==> src/rtl/uart_tx_param.sv <==
// uart_tx_param: parametrised UART transmitter (start, DATA_BITS data LSB first,
// optional parity, STOP_BITS stop bits) fed through a valid/ready handshake.
// Define UART_TX_PARAM_FIFO_EN to buffer words in a FIFO_DEPTH-entry FIFO;
// otherwise a single holding register is used with identical line timing.
module uart_tx_param #(
   parameter int BAUD_DIV    = 433,
   parameter int DATA_BITS   = 8,
   parameter int PARITY_MODE = 0,
   parameter int STOP_BITS   = 1,
   parameter int FIFO_DEPTH  = 16
) (
   input  logic                          clk_i,
   input  logic                          rst_n_i,
   input  logic [DATA_BITS-1:0]          tx_data_i,
   input  logic                          tx_valid_i,
   output logic                          tx_ready_o,
   output logic                          uart_tx_o,
   output logic                          uart_busy_o,
   output logic [$clog2(FIFO_DEPTH):0]   fifo_level_o
);

   localparam int LW = $clog2(FIFO_DEPTH) + 1;

   localparam logic [2:0] ST_IDLE   = 3'd0;
   localparam logic [2:0] ST_START  = 3'd1;
   localparam logic [2:0] ST_DATA   = 3'd2;
   localparam logic [2:0] ST_PARITY = 3'd3;
   localparam logic [2:0] ST_STOP   = 3'd4;

   localparam logic [13:0] BAUD_END  = 14'(BAUD_DIV);
   localparam logic [3:0]  DATA_LAST = 4'(DATA_BITS - 1);
   localparam logic [3:0]  STOP_LAST = 4'(STOP_BITS - 1);

   // Parity bit for a word: odd parity sends ~^data, even parity sends ^data.
   function automatic logic parity_bit(input logic [DATA_BITS-1:0] d);
      if (PARITY_MODE == 1) begin
         return ~^d;
      end else begin
         return ^d;
      end
   endfunction

   logic                 push_s;
   logic                 pop_s;
   logic                 full_s;
   logic                 empty_s;
   logic [DATA_BITS-1:0] head_s;

   assign push_s     = tx_valid_i & ~full_s;
   assign tx_ready_o = ~full_s;

`ifdef UART_TX_PARAM_FIFO_EN
   localparam int PW = $clog2(FIFO_DEPTH);

   logic [DATA_BITS-1:0] mem_q [FIFO_DEPTH];
   logic [PW-1:0]        wr_ptr_q, wr_ptr_d;
   logic [PW-1:0]        rd_ptr_q, rd_ptr_d;
   logic [LW-1:0]        level_q, level_d;

   assign full_s       = (level_q == LW'(FIFO_DEPTH));
   assign empty_s      = (level_q == '0);
   assign head_s       = mem_q[rd_ptr_q];
   assign fifo_level_o = level_q;

   // FIFO pointer and level bookkeeping; pointers wrap naturally at the power-of-two depth.
   always_comb begin
      wr_ptr_d = wr_ptr_q;
      rd_ptr_d = rd_ptr_q;
      level_d  = level_q;
      if (push_s) begin
         wr_ptr_d = wr_ptr_q + PW'(1);
      end else begin
         wr_ptr_d = wr_ptr_q;
      end
      if (pop_s) begin
         rd_ptr_d = rd_ptr_q + PW'(1);
      end else begin
         rd_ptr_d = rd_ptr_q;
      end
      case ({push_s, pop_s})
         2'b10:   level_d = level_q + LW'(1);
         2'b01:   level_d = level_q - LW'(1);
         default: level_d = level_q;
      endcase
   end

   // FIFO storage write; contents need no reset because the level gates every read.
   always_ff @(posedge clk_i) begin
      if (push_s) begin
         mem_q[wr_ptr_q] <= tx_data_i;
      end
   end

   // FIFO pointer and level registers.
   always_ff @(posedge clk_i or negedge rst_n_i) begin
      if (!rst_n_i) begin
         wr_ptr_q <= '0;
         rd_ptr_q <= '0;
         level_q  <= '0;
      end else begin
         wr_ptr_q <= wr_ptr_d;
         rd_ptr_q <= rd_ptr_d;
         level_q  <= level_d;
      end
   end
`else
   logic [DATA_BITS-1:0] hold_q, hold_d;
   logic                 hold_vld_q, hold_vld_d;

   assign full_s       = hold_vld_q;
   assign empty_s      = ~hold_vld_q;
   assign head_s       = hold_q;
   assign fifo_level_o = {{(LW-1){1'b0}}, hold_vld_q};

   // Single holding register: a write needs it empty, a pop needs it full.
   always_comb begin
      hold_d     = hold_q;
      hold_vld_d = hold_vld_q;
      if (push_s) begin
         hold_d     = tx_data_i;
         hold_vld_d = 1'b1;
      end else if (pop_s) begin
         hold_vld_d = 1'b0;
      end else begin
         hold_vld_d = hold_vld_q;
      end
   end

   // Holding register state.
   always_ff @(posedge clk_i or negedge rst_n_i) begin
      if (!rst_n_i) begin
         hold_q     <= '0;
         hold_vld_q <= 1'b0;
      end else begin
         hold_q     <= hold_d;
         hold_vld_q <= hold_vld_d;
      end
   end
`endif

   logic [2:0]           state_q, state_d;
   logic [13:0]          baud_q, baud_d;
   logic [3:0]           bit_q, bit_d;
   logic [DATA_BITS-1:0] shift_q, shift_d;
   logic                 par_q, par_d;
   logic                 tx_q, tx_d;
   logic                 busy_q, busy_d;
   logic                 bit_end_s;

   assign bit_end_s   = (baud_q == BAUD_END);
   assign uart_tx_o   = tx_q;
   assign uart_busy_o = busy_q;

   // Frame sequencer: next line level is computed here so the line output is a plain flop.
   always_comb begin
      state_d = state_q;
      baud_d  = baud_q;
      bit_d   = bit_q;
      shift_d = shift_q;
      par_d   = par_q;
      tx_d    = tx_q;
      busy_d  = busy_q;
      pop_s   = 1'b0;
      case (state_q)
         ST_IDLE: begin
            if (!empty_s) begin
               pop_s   = 1'b1;
               shift_d = head_s;
               par_d   = parity_bit(head_s);
               state_d = ST_START;
               baud_d  = 14'd0;
               bit_d   = 4'd0;
               tx_d    = 1'b0;
               busy_d  = 1'b1;
            end else begin
               tx_d   = 1'b1;
               busy_d = 1'b0;
            end
         end
         ST_START: begin
            if (bit_end_s) begin
               state_d = ST_DATA;
               baud_d  = 14'd0;
               bit_d   = 4'd0;
               tx_d    = shift_q[0];
            end else begin
               baud_d = baud_q + 14'd1;
            end
         end
         ST_DATA: begin
            if (bit_end_s) begin
               baud_d = 14'd0;
               if (bit_q == DATA_LAST) begin
                  bit_d = 4'd0;
                  if (PARITY_MODE != 0) begin
                     state_d = ST_PARITY;
                     tx_d    = par_q;
                  end else begin
                     state_d = ST_STOP;
                     tx_d    = 1'b1;
                  end
               end else begin
                  bit_d   = bit_q + 4'd1;
                  shift_d = shift_q >> 1;
                  tx_d    = shift_q[1];
               end
            end else begin
               baud_d = baud_q + 14'd1;
            end
         end
         ST_PARITY: begin
            if (bit_end_s) begin
               state_d = ST_STOP;
               baud_d  = 14'd0;
               bit_d   = 4'd0;
               tx_d    = 1'b1;
            end else begin
               baud_d = baud_q + 14'd1;
            end
         end
         ST_STOP: begin
            if (bit_end_s) begin
               baud_d = 14'd0;
               if (bit_q == STOP_LAST) begin
                  bit_d = 4'd0;
                  if (!empty_s) begin
                     // Chain straight into the next start bit, no idle gap.
                     pop_s   = 1'b1;
                     shift_d = head_s;
                     par_d   = parity_bit(head_s);
                     state_d = ST_START;
                     tx_d    = 1'b0;
                  end else begin
                     state_d = ST_IDLE;
                     tx_d    = 1'b1;
                     busy_d  = 1'b0;
                  end
               end else begin
                  bit_d = bit_q + 4'd1;
                  tx_d  = 1'b1;
               end
            end else begin
               baud_d = baud_q + 14'd1;
            end
         end
         default: begin
            state_d = ST_IDLE;
            baud_d  = 14'd0;
            bit_d   = 4'd0;
            tx_d    = 1'b1;
            busy_d  = 1'b0;
         end
      endcase
   end

   // Sequencer registers; reset abandons any partial frame and idles the line high.
   always_ff @(posedge clk_i or negedge rst_n_i) begin
      if (!rst_n_i) begin
         state_q <= ST_IDLE;
         baud_q  <= 14'd0;
         bit_q   <= 4'd0;
         shift_q <= '0;
         par_q   <= 1'b0;
         tx_q    <= 1'b1;
         busy_q  <= 1'b0;
      end else begin
         state_q <= state_d;
         baud_q  <= baud_d;
         bit_q   <= bit_d;
         shift_q <= shift_d;
         par_q   <= par_d;
         tx_q    <= tx_d;
         busy_q  <= busy_d;
      end
   end

endmodule

==> config.mk <==
export PLATFORM = sky130hd
export DESIGN_NAME = uart_tx_param
export DESIGN_NICKNAME = d
export VERILOG_FILES = /design/src/rtl/uart_tx_param.sv
export SDC_FILE = /design/constraint.sdc
export NUM_CORES = 1
export LEC_CHECK = 0
export CELL_PAD_IN_SITES_DETAIL_PLACEMENT = 1
export CELL_PAD_IN_SITES_GLOBAL_PLACEMENT = 1
export CORE_MARGIN = 2
export CORE_UTILIZATION = 40
export CTS_BUF_LIST = sky130_fd_sc_hd__clkbuf_8
export DETAILED_ROUTE_END_ITERATION = 12
export GPL_TIMING_DRIVEN = 0
export PLACE_DENSITY_LB_ADDON = 0.2
export SYNTH_ARGS = -nofsm -noshare
export SYNTH_HDL_FRONTEND = slang
export SYNTH_SLANG_ARGS = --single-unit
==> constraint.sdc <==
create_clock -name clk_i -period 2.6 [get_ports clk_i]
set_input_delay 0.65 -clock clk_i [delete_from_list [all_inputs] [get_ports clk_i]]
set_output_delay 0.65 -clock clk_i [all_outputs]
set_load 0.01 [all_outputs]
==> summary.md <==
| Metric | Value |
|---|---|
| Clock Pin Slew Worst Setup and Hold Paths | 0.09 ns |
| Synthesis-stage register bit count | 40 |
| H-Tree Depth | 2 |
| Residual DRC | 0 |
| Worst Skew | 0.00821 ns |
| Synth unique cells | 51 |
| # nets final | 250 |
| Crit path required time | 2.79 ns |
| CTS tree | done |
| Drt wl/cell | 14.4 um |
| Slowest Stage Delay on Critical Path | 0.67 ns |
| Initial antenna violation count | 0 |
| TritonCTS buffer count | 5 |
| Clk sink count | 40 |
| Post-synth top flop | dfrtp_1 |
| Drt total wl | 4410 um |
| Buf+Inv Stages, Crit Path | 0 |
| Worst slew pin tran | 0.886 ns |
| CTS Hold Buffers Added | 0 |
| Die H | 77.1 um |
| Via count | 1601 |
| Busiest grt layer | met2 |
| Max Freq | 0.424 GHz |
| GRT met3 Usage | 4.00% |
| Die width | 77.1 um |
| Max-slew headroom | 40.4% |
| Antenna viol nets, final | 0 |
| Max Root-Sink Buffers | 2 |
| Ports | 19 |
| Worst hold-check path type | input pin to async pin |
| Worst EP arrival | 2.55 ns |
| Area delta synth->final | 17.1% |
| Filler cells | 609 |
| Cell area after synthesis | 2140 um2 |
| Period utilization | 90.7% |
| EDFF count, synth | 0 |
| Clock Root Buffer | clkbuf_8 |
| Total GRT Usage | 16.6% |
| Clk_lat worst skew | 0.30 ns |
| Diode count | 0 |
| Final Hold Vio Count | 0 |
| Status | completed |
| Critical-path cell list | ha_1, nor4b_4, and4_1, a211oi_1, nor2_1, a21o_1 |
| RD Place Congestion | 0.765 |
| Ys Warns | 0 |
| Fin Setup TNS | 0 ns |
| Ys async rst share | 100% |
| Count of final setup violators | 0 |
| Register area share after synthesis | 46.9% |
| Max IR drop VDD | 449 uV |
| Starting DRT DRC Count | 57 |
| Worst setup EP type | flop |
| Post_cts resized | 0 |
| Met2 usage in global routing | 25.0% |
| IO Port Bufs | 14 |
| Largest net degree at the start of global routing | 28 |
| Final Power | 2040 uW |
| Most frequent cells in the layout | dfrtp_1 (39), nor2_1 (25), clkdlybuf4s50_1 (13) |
| Final Hold Slack | 0.252 ns |
| PD cells | 817 nW/um2 |
| Number of core rows | 26 |
| Met1 usage | 23.4% |
| Total grt overflow | 0 |
| Min cycle time layout | 2.36 ns |
| Kind of critical path | flop to flop |
| Vias in the first global route | 1658 |
| Post-DP HPWL | 3240 um |
| Wire length of the first global-routing pass | 7940 um |
| Syn Inst Count | 210 |
| Util after Layout | 48.7% |
| Leakage power | 0.00106 uW |
| Syn_area_per_cell | 10.2 um2 |
| DR pass1 iterations | 4 |
| Slew Limit Fails | 0 |
| RSZ-0062 raised after global routing | false |
| Post-DR vias/cell | 5.23 |
| Initial Utilization | 41.6% |
| Layout cells sized above 1 | 15.3% |
| Max cap viols | 0 |
| Critical path launch point type | flop |
| Area of the core | 5140 um2 |
| Commonest non-fill, non-tap cell in the layout | dfrtp_1 |
| Post-CTS setup buffer count | 0 |
| Crit path max-delay cell type | a211oi_1 |
| Critical Path Fanout Max | 9 |
| Die area | 5940 um2 |
| Crit path max-delay family | compound AO/OA/AOI/OAI gates |
==> cell usage after synthesis (2+ instances only) <==
library cell  number  area [um2]
nor3b_1            2        15.0
and3_1             6        37.5
a31oi_1            3        18.8
dfrtp_1           39         976
and4_1             2        17.5
nand3b_1           3        22.5
ha_1               4        50.1
nor3_1             2        10.0
o21a_1             2        15.0
xnor2_1            5        43.8
o21ai_0           11        55.1
xor2_1             5        43.8
nor2b_1            2        12.5
a21oi_1           12        60.1
a21oi_2            2        17.5
nor2_1            25        93.8
o32ai_1            2        17.5
clkbuf_1           5        18.8
buf_2              2        10.0
mux2_2             8        90.1
mux2i_1            8        80.1
nand2_1           10        37.5
inv_1              8        30.0
nand3_1            8        40.0
buf_6              2        22.5
nand2b_1           2        12.5
nand4_1            2        12.5
buf_4              5        37.5
==> metal layers <==
layer,up-vias,wire length (um)
met5,-,0
met4,0,72
met3,8,126
met2,18,2020
met1,786,2190
li1,789,-
==> layout make-up <==
class	count	area [um2]	area share [%]
Buffer	14	88.8	3.55
Multi-Input combinational cell	151	1030	41.1
Sequential cell	40	1000	40.0
Tap cell	70	87.6	3.50
Clock buffer	5	68.8	2.75
Timing Repair Buffer	15	155	6.20
Inverter	8	30.0	1.20
Clock inverter	3	42.5	1.70
==> per-stage QoR <==
step,instance area [um2],setup WS (ns),cells
after global placement,2380,-0.219,297
after CTS,2500,0.207,306
after detailed placement,2390,0.246,298
after global routing,2500,0.0000739,306
final,2500,0.241,306
after floorplan,2150,0.548,213
==> power by group <==
| group | total [uW] | switching [uW] | internal (uW) | leakage, uW |
|---|---|---|---|---|
| clock | 515 | 231 | 284 | 0.0000541 |
| combinational | 552 | 257 | 295 | 0.000511 |
| sequential | 978 | 157 | 821 | 0.000494 |
| total | 2040 | 645 | 1400 | 0.00106 |
==> logic make-up after synthesis <==
kind of cell	count (synthesis)	synth area share [%]
buf+inv	22	5.56
other cells	1	0.175
mux	16	7.96
fa+ha+maj	4	2.34
xor+xnor	10	4.10
simple gates	72	18.3
flops	40	46.9
compound gates	45	14.6
==> sequential cells by signal, indices dropped and copies added (netlist names) <==
name	count
baud_q	14
head_s	8
shift_q	8
bit_q	4
state_q	3
full_s	1
uart_busy_o	1
uart_tx_o	1
==> path summary, 6_finish.rpt <==
kind,slack [ns],endpoint,cells after the start,startpoint
worst max-delay path,0.24,bit_q[2]$_DFFE_PN0P_,6,baud_q[0]$_DFFE_PN0N_
worst min-delay path,0.25,shift_q[4]$_DFFE_PN0P_,1,rst_n_i
worst max register to register,0.24,bit_q[2]$_DFFE_PN0P_,6,baud_q[0]$_DFFE_PN0N_
worst min register to register,0.52,uart_tx_o$_DFFE_PN1P_,2,uart_tx_o$_DFFE_PN1P_
max in group asynchronous,1.82,uart_tx_o$_DFFE_PN1P_,2,rst_n_i
min in group clk_i,0.52,uart_tx_o$_DFFE_PN1P_,2,uart_tx_o$_DFFE_PN1P_
(Power assumes the default switching activity.)
